## src/rtl/seg_scan_pkg.sv

```systemverilog
// seg_scan_pkg: shared constants and helpers for the 8-digit scanner.
// Optional feature macro: SEG_SCAN_LEADING_ZERO_BLANK_EN.
package seg_scan_pkg;

  localparam int NUM_DIGITS = 8;
  localparam int DIGIT_W    = 3;
  localparam int NIB_W      = 4;

  localparam logic [NUM_DIGITS-1:0] ANODE_OFF = 8'hFF;
  localparam logic                  DP_OFF    = 1'b1;

`ifdef SEG_SCAN_LEADING_ZERO_BLANK_EN
  // Bit k set: digit k is a leading zero with no dp request.
  function automatic logic [NUM_DIGITS-1:0] lz_blank(
    input logic [NIB_W*NUM_DIGITS-1:0] d,
    input logic [NUM_DIGITS-1:0]       p
  );
    logic zero_above;
    zero_above = 1'b1;
    lz_blank   = '0;
    for (int k = NUM_DIGITS-1; k >= 1; k--) begin
      zero_above  = zero_above && (d[NIB_W*k +: NIB_W] == '0);
      lz_blank[k] = zero_above && !p[k];
    end
  endfunction
`endif

endpackage

```

## src/rtl/seg_scan_if.sv

```systemverilog
// seg_scan_if: display word / control in, anode / nibble / dp out.
// The scanner is the slave; the word source is the master.
interface seg_scan_if;
  import seg_scan_pkg::*;

  logic [NIB_W*NUM_DIGITS-1:0] data;
  logic                        load;
  logic [NUM_DIGITS-1:0]       dp_in;
  logic                        en;
  logic [NUM_DIGITS-1:0]       An;
  logic [NIB_W-1:0]            HexVal;
  logic                        dp;

  modport master (
    output data, load, dp_in, en,
    input  An, HexVal, dp
  );

  modport slave (
    input  data, load, dp_in, en,
    output An, HexVal, dp
  );

endinterface

```

## src/rtl/scan_tick_gen.sv

```systemverilog
// scan_tick_gen: refresh divider, one-cycle tick every REFRESH_DIV clocks.
// Range of REFRESH_DIV is 2..2^20.
module scan_tick_gen #(
  parameter int unsigned REFRESH_DIV = 100000
) (
  input  logic clk,
  input  logic rst,
  output logic tick
);

  localparam int CW = $clog2(REFRESH_DIV);
  localparam logic [CW-1:0] LAST = CW'(REFRESH_DIV - 1);

  logic [CW-1:0] div_cnt;

  assign tick = (div_cnt == LAST);

  always_ff @(posedge clk or posedge rst) begin
    if (rst) begin
      div_cnt <= '0;
    end else if (tick) begin
      div_cnt <= '0;
    end else begin
      div_cnt <= div_cnt + 1'b1;
    end
  end

endmodule

```

## src/rtl/seg_scan_mux.sv

```systemverilog
// seg_scan_mux: 8-digit time-multiplexed scanner with dead time per slot.
// Build with SEG_SCAN_LEADING_ZERO_BLANK_EN to blank leading zeros.
module seg_scan_mux
  import seg_scan_pkg::*;
#(
  parameter int unsigned REFRESH_DIV = 100000
) (
  input logic     clk,
  input logic     rst,
  seg_scan_if.slave bus
);

  logic                        tick;
  logic [DIGIT_W-1:0]          digit_sel;
  logic                        dead;
  logic                        primed;
  logic [NIB_W*NUM_DIGITS-1:0] shadow_data;
  logic [NUM_DIGITS-1:0]       shadow_dp;
  logic [NUM_DIGITS-1:0]       blank;
  logic [NUM_DIGITS-1:0]       an_nxt;
  logic [NIB_W-1:0]            hex_nxt;
  logic                        dp_nxt;
  logic                        lit;

  scan_tick_gen #(
    .REFRESH_DIV(REFRESH_DIV)
  ) u_tick (
    .clk (clk),
    .rst (rst),
    .tick(tick)
  );

  // First slot after reset is a warm-up: digit 0 lights after it.
  always_ff @(posedge clk or posedge rst) begin
    if (rst) begin
      digit_sel   <= '0;
      dead        <= 1'b0;
      primed      <= 1'b0;
      shadow_data <= '0;
      shadow_dp   <= '0;
    end else begin
      dead <= tick;
      if (tick) begin
        primed <= 1'b1;
        if (primed) digit_sel <= digit_sel + 1'b1;
      end
      if (bus.load) begin
        shadow_data <= bus.data;
        shadow_dp   <= bus.dp_in;
      end
    end
  end

`ifdef SEG_SCAN_LEADING_ZERO_BLANK_EN
  assign blank = lz_blank(shadow_data, shadow_dp);
`else
  assign blank = '0;
`endif

  always_comb begin
    hex_nxt = shadow_data[NIB_W*digit_sel +: NIB_W];
    lit     = primed && !dead && bus.en && !blank[digit_sel];
    an_nxt  = ANODE_OFF;
    dp_nxt  = DP_OFF;
    if (lit) begin
      an_nxt = ~(8'b1 << digit_sel);
      dp_nxt = ~shadow_dp[digit_sel];
    end
  end

  always_ff @(posedge clk or posedge rst) begin
    if (rst) begin
      bus.An     <= ANODE_OFF;
      bus.HexVal <= '0;
      bus.dp     <= DP_OFF;
    end else begin
      bus.An     <= an_nxt;
      bus.HexVal <= hex_nxt;
      bus.dp     <= dp_nxt;
    end
  end

endmodule

```

## src/flat_wrapper.sv

```systemverilog
// flat-port wrapper written by rule: the top's interface ports become plain ports
module seg_scan_mux_flat import seg_scan_pkg::*;
#(
  parameter int unsigned REFRESH_DIV = 100000
)
  (clk, rst, bus_data, bus_load, bus_dp_in, bus_en, bus_An, bus_HexVal, bus_dp);
  seg_scan_if bus_i ();
  input logic clk;
  input logic rst;
  input wire logic [$bits(bus_i.data)-1:0] bus_data;
  input wire logic [$bits(bus_i.load)-1:0] bus_load;
  input wire logic [$bits(bus_i.dp_in)-1:0] bus_dp_in;
  input wire logic [$bits(bus_i.en)-1:0] bus_en;
  output wire logic [$bits(bus_i.An)-1:0] bus_An;
  output wire logic [$bits(bus_i.HexVal)-1:0] bus_HexVal;
  output wire logic [$bits(bus_i.dp)-1:0] bus_dp;
  assign bus_i.data = bus_data;
  assign bus_i.load = bus_load;
  assign bus_i.dp_in = bus_dp_in;
  assign bus_i.en = bus_en;
  assign bus_An = bus_i.An;
  assign bus_HexVal = bus_i.HexVal;
  assign bus_dp = bus_i.dp;
  seg_scan_mux #(.REFRESH_DIV(REFRESH_DIV)) u_core (.clk(clk), .rst(rst), .bus(bus_i));
endmodule
```

## config.mk

```make
export PLATFORM = sky130hd
export DESIGN_NAME = seg_scan_mux_flat
export DESIGN_NICKNAME = d
export VERILOG_FILES = /design/src/rtl/seg_scan_pkg.sv /design/src/rtl/seg_scan_if.sv /design/src/rtl/scan_tick_gen.sv /design/src/rtl/seg_scan_mux.sv /design/src/flat_wrapper.sv
export SDC_FILE = /design/constraint.sdc
export NUM_CORES = 1
export LEC_CHECK = 0
export ABC_AREA = 1
export ABC_CLOCK_PERIOD_IN_PS = 5700
export CAP_MARGIN = 20
export CORE_MARGIN = 2
export CORE_UTILIZATION = 30
export CTS_CLUSTER_SIZE = 14
export DETAILED_ROUTE_END_ITERATION = 16
export PLACE_DENSITY = 0.52
export SYNTH_ARGS = -nofsm -noshare
export SYNTH_HDL_FRONTEND = slang
export SYNTH_SLANG_ARGS = --single-unit
```

## constraint.sdc

```tcl
create_clock -name clk -period 5.7 [get_ports clk]
set_clock_uncertainty 0.1 [all_clocks]
set_input_delay 0.855 -clock clk [delete_from_list [all_inputs] [get_ports clk]]
set_output_delay 0.855 -clock clk [all_outputs]
set_load 0.02 [all_outputs]
```

Word level (Yosys, flattened, before mapping)
Memories as Yosys holds them, arrays and structs flattened.
Index checks and enable logic that the tools add are counted.
{"block": "totals", "ff_bits": 75, "latch_bits": 0, "ram_bits": 0, "mem_bits_ro": 8, "inputBits": 44, "n_memories": 1}
{"block": "classes", "add_sub_neg": 2, "mul": 0, "n_div": 0, "order_cmp": 1, "n_eq_ne": 1, "shifts": 2, "muxes": 6, "n_bitwise": 2, "reduce_logical": 6}
{"name": "(no name shown)", "depth": 8, "word_bits": 1, "read_ports": 1, "rd_ports_with_merged_regs": 0, "write_ports": 0, "line_no": "seg_scan_mux.sv:62", "source": "lit = primed && !dead && bus.en && !blank[digit_sel];"}
{"operator": "32-bit by 6-bit indexed part select with 4-bit output", "n": 1}
{"operator": "17-bit by 1-bit adder with 17-bit output, second input constant", "n": 1}
{"operator": "17-bit equality test, second input constant", "n": 1}
{"operator": "17-bit 2-to-1 mux", "n": 1}
{"operator": "8-bit 2-to-1 mux", "n": 1}
{"operator": "8-bit NOT", "n": 1}
{"operator": "1-bit by 3-bit << shifter with 8-bit output, first input constant", "n": 1}
{"operator": "3-bit by 4-bit less-than comparator with 1-bit output, second input constant", "n": 1}
{"operator": "3-bit by 1-bit adder with 3-bit output, second input constant", "n": 1}
{"operator": "1-bit binary-select mux with 3-bit select", "n": 1}
{"operator": "1-bit logical AND", "n": 3}
{"operator": "1-bit 2-to-1 mux", "n": 3}
{"operator": "1-bit logical NOT", "n": 2}
{"operator": "2-bit AND reduction", "n": 1}
{"operator": "1-bit NOT", "n": 1}

Logic depth before layout (Yosys ltp)
Gate-level depths: netlist of the first run.
{"block": "depth", "ltp_word": 5, "ltp_mapped": 8, "mapped_depth_nobuf": 8}

Cells and area by module
Synthesis of the first run repeated with hierarchy kept, for this count alone.
{"block": "unflattened", "hier_cells": 441, "hier_area_um2": 3558.4}
{"mod": "seg_scan_mux", "n_inst": 1, "cells_per_inst": 297, "area_each_um2": 2581.2, "seq_area_each_um2": 1462.7}
{"mod": "scan_tick_gen", "n_inst": 1, "cells_per_inst": 144, "area_each_um2": 977.2, "seq_area_each_um2": 425.4}

Least setup slack after synthesis of the first run
Ideal clock, no wire load.
{"block": "synth_path", "path_type": "in2reg", "from": "input bus_load", "to": "register u_core.shadow_data[16]", "setup_time_ps": 125, "arrival_ps": 1554, "required_ps": 5475, "slack_ps": 3921, "path_stages": 3, "cell_sequence": "clkbuf_1 > buf_2 > mux2_2"}
{"item": "start: declaration", "line_no": "flat_wrapper.sv:11", "source": "input wire logic [$bits(bus_i.load)-1:0] bus_load;"}
{"item": "end signal: assignment", "line_no": "seg_scan_mux.sv:48", "source": "shadow_data <= bus.data;"}
{"item": "end: declaration", "line_no": "seg_scan_mux.sv:17", "source": "logic [NIB_W*NUM_DIGITS-1:0] shadow_data;"}
No word-level cell between the ends.

Worst setup path in the final report of the first run
{"block": "layout_path", "from": "register u_core.bus.An[4]", "to": "output bus_An[4]"}
{"item": "start: declaration", "line_no": "seg_scan_if.sv:21", "source": "output An, HexVal, dp"}
{"item": "start signal: assignment", "line_no": "seg_scan_mux.sv:77", "source": "bus.An <= an_nxt;"}
{"item": "end: declaration", "line_no": "flat_wrapper.sv:14", "source": "output wire logic [$bits(bus_i.An)-1:0] bus_An;"}
No word-level cell between the ends.

==> metrics, run 1 <==
final setup fails=0; gr usage total=13.9%; Post-synth ARST share=100%; DR vias=2645; sequential cell area=1890 um^2; Hold Buf Count CTS=0; Multi-input gate area=1360 um^2; root buf cell=clkbuf_16; Power Internal=0.000991 W; Initial DRC Count=161; antenna viol nets, final=0; worst r2r dst=u_core.bus.dp; initial antenna violation count=0; crit path max fanout=1; CTS sink cnt=75; cell count after synthesis=394; DRT Wirelength=8.19 mm; Post-CTS Setup Inserts=0; critical path type=flop to output port; antenna diode count=0; R2R depth=7; Buf/Inv on CP=1; sequential area share after synthesis=53.6%; Die Area=12600 um^2; CTS Buf Count=9; Worst VDD drop=0.000160 V; ratio of cells with drive above 1 in the final layout=14.5%; Avg WL per Cell=13.7 um; drt drc=0; Cell variety after synth=26; Hold WC Path Type=flop to flop; setup slack, reg-to-reg=3.64 ns; final count of pins violating max slew=0; Vias per Instance=4.42; mean area per synthesized cell=8.93 um^2; Synth Register Bits=75; share of total power in sequential cells=45.0%; largest net degree at the start of global routing=60; Setup crit end kind=output port; GR Overflow Total=0; delay-heaviest family, CP=buffers and inverters; H-Tree Depth=3; Hold Path Depth=1; clock power share=47.1%; Worst Hold Endpoint=u_core.u_tick.div_cnt[0]; FILL cells=1156; DR pass1 iterations=5; Worst Path Required=4.74 ns; Row Count=39; RSZ-0062 raised after global routing=false; Gate power share=7.9%; overall die width=112 um; CP Data Arrival Time=1.45 ns; worst-path cell chain=clkdlybuf4s50_1; Slowest cell on crit path=clkdlybuf4s50_1; Synth top area share=46.9%; vias in the first global route=2718; most numerous cell in the Yosys netlist=nand2_1; largest area contributor in the synthesized netlist=dfrtp_1; Max Fclk=416 MHz; Final Cycle Share=42.2%; Final min period=2.41 ns; PD cells=281 nW/um^2; Post-synth top cells=89 x nand2_1, 66 x dfrtp_1, 51 x inv_1, 46 x o21ai_0, 33 x nor2_1; Syn-to-layout area delta=29.0%; leakage power=2.06 nW; IO buf count=56; leading post-synthesis cells by cell area=dfrtp_1 47%, nand2_1 9.5%, dfstp_2 6.7%; nets@finish=501; Switch Pwr=0.000287 W; Netlist Area Pre-Place=3520 um^2; DP HPWL=5.55 mm; first-pass GRT wire length=13.7 mm; Final GP Congestion=0.740; Post-synth EDFFs=0; min-delay src=u_core.u_tick.div_cnt[0]; r2r startpoint=u_core.digit_sel[0]; Clock Latency Late Sink=0.34 ns; initial core utilization=30.8%; yosys warns=0; synthesized net count=445; outcome=finished, final reports clean; Ports=57; Die H=112 um; Least-Margin Pin Slew=1.03 ns; Fin. Hold Viols=0; core area=11400 um^2; switching part of the total=22.5%; CTS tree=yes; CP Launch Type=flop; Top FF cell, synth=dfrtp_1; placed inst area=4190 um^2; Final Cell Area=4540 um^2; worst relative slew slack=31.0%; setup TNS=0 ns; CTS max path bufs=2; max-cap violations=0; CP peak stage delay=0.59 ns; post-cts repair resize count=0; Reg clk slew, reported paths=0.06 ns
-- routing by layer --
layer | GRT usage [%] | share of wire (%) | vias up
met5 | 0 | 0 | -
met1 | 19.5 | 50 | 1219
met3 | 3.73 | 4.3 | 6
li1 | - | - | 1359
met4 | 5.12 | 1.5 | 0
met2 | 20.6 | 44 | 61
-- worst max path at each step --
stage / startpoint / slack, ns / to / cells past startpoint
after floorplan: rst / 2.85 / u_core.bus.HexVal[0] / 1
after global routing: u_core.bus.An[1] / 3.26 / bus_An[1] / 1
after detailed placement: rst / 3.06 / u_core.bus.An[3] / 3
after global placement: rst / 3.07 / u_core.bus.An[7] / 3
after CTS: u_core.bus.An[1] / 3.28 / bus_An[1] / 1
final: u_core.bus.An[4] / 3.29 / bus_An[4] / 1
-- placed cells by master (no fill, tap or decap) --
cell / instances
nand2_1: 89
dfrtp_1: 66
clkdlybuf4s50_1: 55
inv_1: 50
o21ai_0: 46
nor2_1: 33
mux2_2: 21
a21oi_1: 16
clkbuf_16: 11
nand3_1: 9
dfstp_2: 9
nand4_1: 8
ha_1: 7
xor2_1: 6
nor2_2: 5
inv_2: 4
nand2_2: 4
nor2_4: 2
clkinv_4: 2
clkbuf_8: 2
nor3_2: 1
nand3_2: 1
o21bai_1: 1
clkinv_1: 1
nor3_1: 1
o21ai_1: 1
clkinvlp_4: 1
buf_2: 1
buf_12: 1
buf_4: 1
-- per-stage QoR --
step                      hold slack (ns)  utilization (%)  setup WS, ns  power [W]  instances
after floorplan                     0.331                -          2.85   0.000632        394
after global placement              0.346             36.7          3.07   0.000684        581
after detailed placement            0.351             36.7          3.06   0.000686        581
after CTS                           0.359             39.6          3.28    0.00129        597
after global routing                0.390             39.8          3.26    0.00134        598
final                               0.360             39.8          3.29    0.00128        598
-- power groups by stage --
stage | clock, W | combinational, W | sequential (W)
final | 0.000602 | 0.000101 | 0.000575
after global routing | 0.000644 | 0.000114 | 0.000578
after CTS | 0.000615 | 0.000102 | 0.000575
after detailed placement | 0 | 0.000101 | 0.000584
after global placement | 0 | 0.000100 | 0.000584
after floorplan | 0 | 0.0000488 | 0.000584
-- worst reg2reg max path, stage by stage, from the launching register on --
cell and delay [ns]:
dfrtp_1 0.92, inv_2 0.37, a21oi_1 0.20, o21ai_0 0.10, nand2_1 0.14, nand2_1 0.07, nand2_1 0.07, inv_1 0.03
-- kinds of logic after synthesis --
group           synth area share [%]
mux                             6.72
simple gates                    18.7
buf+inv                         7.82
flops                           53.6
xor+xnor                        1.49
compound gates                  9.17
fa+ha+maj                       2.49
-- flip-flops by register name, indices dropped and copies added, names as in the netlist --
signal and flops:
u_core.u_tick.div_cnt 17, u_core.shadow_dp 8, u_core.primed 1, u_core.bus.dp 1, u_core.shadow_data 32, u_core.dead 1, u_core.digit_sel 3, u_core.bus.HexVal 4
u_core.bus.An 8
-- final cells by class --
cell class	count	area share, %
well taps	143	3.94
flip-flops and latches	75	41.6
clock inverters	3	0.551
clock buffers	13	6.67
multi-input cells	251	29.9
repair buffers	58	12.8
inverters	55	4.55
Power figures use the tool's default switching activity.
==> run 2, diff against run 1 <==
Settings changed: ABC_CLOCK_PERIOD_IN_PS 5700 to 1900, PLACE_DENSITY 0.52 to 0.54.
Clock period 5.7 ns to 1.9 ns, I/O delays scaled along.
==> run 2 against run 1 <==
Effect of this change:
- sequential power rose to 3.0 times the previous value
- utilization up 1.1 points
- die area unchanged
- clock power rose to 3.5 times the previous value
- non-clock buffer count increased by 6
- worst setup slack got worse by 3.2 ns
- via count is 2.2% higher
- flip-flop and latch count unchanged
- critical path depth did not move
- hold slack got worse by 0.13 ns
- largest cell class unchanged
==> metrics, run 2 (synthesis gave the netlist of run 1 again) <==
Fin. Hold Viols=0; IO buf count=56; gr usage total=13.2%; Row Count=39; initial core utilization=30.8%; Least-Margin Pin Slew=0.478 ns; final count of pins violating max slew=0; DP HPWL=5.79 mm; root buf cell=clkbuf_16; setup TNS=0 ns; setup ws final=0.0646 ns; RSZ-0062 raised after global routing=false; Initial DRC Count=165; DR top layer=met4; Met1 Wirelength=3.75 mm; Setup crit end kind=output port; Largest register FFs=32; post-cts repair resize count=0; Worst VDD drop=0.000591 V; commonest non-fill, non-tap cells in the layout=89 x nand2_1, 66 x dfrtp_1, 55 x clkdlybuf4s50_1, 50 x inv_1, 46 x o21ai_0; Max Fclk=545 MHz; Die H=112 um; Final GP Congestion=0.813; GR Overflow Total=0; final setup fails=0; Worst Path Required=1.51 ns; Reg clk slew, reported paths=0.06 ns; DP Worst Slack=0.356 ns; Hold Buf Count CTS=0; Post-CTS Setup Inserts=0; DR pass1 iterations=4; CTS tree=yes; worst relative slew slack=68.1%; delay-heaviest family, CP=buffers and inverters; antenna diode count=0; Largest regs=u_core.shadow_data: 32 flops, u_core.u_tick.div_cnt: 17 flops; Syn-to-layout area delta=32.5%; Reg with most FFs=u_core.shadow_data; Slowest cell on crit path=clkdlybuf4s50_1; outcome=finished, final reports clean; Final Cycle Share=96.6%; metal2 WL=3.57 mm; vias in the first global route=2757; leakage power=2.11 nW; CTS max path bufs=2; largest net degree at the start of global routing=60; core area=11400 um^2; CP Launch Type=flop; crit path max fanout=1; initial antenna violation count=0; DR vias=2702; Final min period=1.84 ns; Hold WC Path Type=primary input to async pin; drt drc=0; Ports=57; met3 WL=385 um; Clock Latency Late Sink=0.33 ns; Vias per Instance=4.47; CTS Buf Count=9; ratio of cells with drive above 1 in the final layout=15.4%; first-pass GRT wire length=13.2 mm; CTS sink cnt=75; nets@finish=507; PD cells=886 nW/um^2; max-cap violations=0; antenna viol nets, final=0; overall die width=112 um; critical path type=flop to output port; DRT Wirelength=7.87 mm; H-Tree Depth=3; Avg WL per Cell=13.0 um; most common cell after layout, fill and taps aside=nand2_1; worst-path cell chain=clkdlybuf4s50_1; CP Data Arrival Time=1.45 ns; Die Area=12600 um^2; Buf/Inv on CP=1; CP peak stage delay=0.61 ns
run 2: layout make-up:
| class | count | area [um^2] |
|---|---|---|
| tap | 143 | 179 |
| clock buffer | 10 | 229 |
| fill | 1136 | 6750 |
| multi-input combinational | 251 | 1360 |
| inverter | 55 | 210 |
| clock inverter | 6 | 136 |
| timing repair buffer | 64 | 666 |
| sequential | 75 | 1890 |
run 2: final timing paths:
kind                                          start                       end  slack, ns  cells after the start
max reg2reg                u_core.u_tick.div_cnt[0]  u_core.u_tick.div_cnt[5]       0.38                      8
min reg2reg                u_core.u_tick.div_cnt[0]  u_core.u_tick.div_cnt[0]       0.37                      1
min in group clk                           bus_load       u_core.shadow_dp[6]       0.35                      4
max                                u_core.bus.An[1]                 bus_An[1]       0.06                      1
max in group asynchronous                       rst          u_core.bus.An[0]       0.98                      3
min                                             rst    u_core.shadow_data[31]       0.23                      2
run 2: worst register-to-register path: stages (launching register included):
cell     delay, ns
dfrtp_1       0.38
ha_1          0.18
nand2_1       0.06
inv_1         0.11
nand2_1       0.13
nor2_2        0.18
nand2_1       0.10
inv_2         0.12
nor2_1        0.05
run 2: routing by layer:
metal  track usage [%]  vias to the layer above
met5                 0                        -
met2              21.0                       62
met1              17.2                     1258
met3              3.13                       12
li1                  -                     1370
met4              5.77                        0
run 2: power breakdown:
group	total, W	internal, W	leakage [nW]	switching (W)
Combinational	0.000312	0.000175	1.03	0.000138
Sequential	0.00173	0.00169	0.911	0.0000396
Clock	0.00209	0.00142	0.173	0.000673
run 2: stage by stage:
step | cells | total power (W) | hold slack [ns] | util [%] | cell area, um^2
6_report | 604 | 0.00413 | 0.232 | 40.9 | 4660
5_1_grt | 604 | 0.00426 | 0.276 | 40.9 | 4660
4_1_cts | 604 | 0.00417 | 0.248 | 40.9 | 4660
3_5_place_dp | 588 | 0.00207 | 0.368 | 37.7 | 4300
3_3_place_gp | 588 | 0.00207 | 0.344 | 37.7 | 4300
2_1_floorplan | 394 | 0.00190 | 0.306 | - | 3520
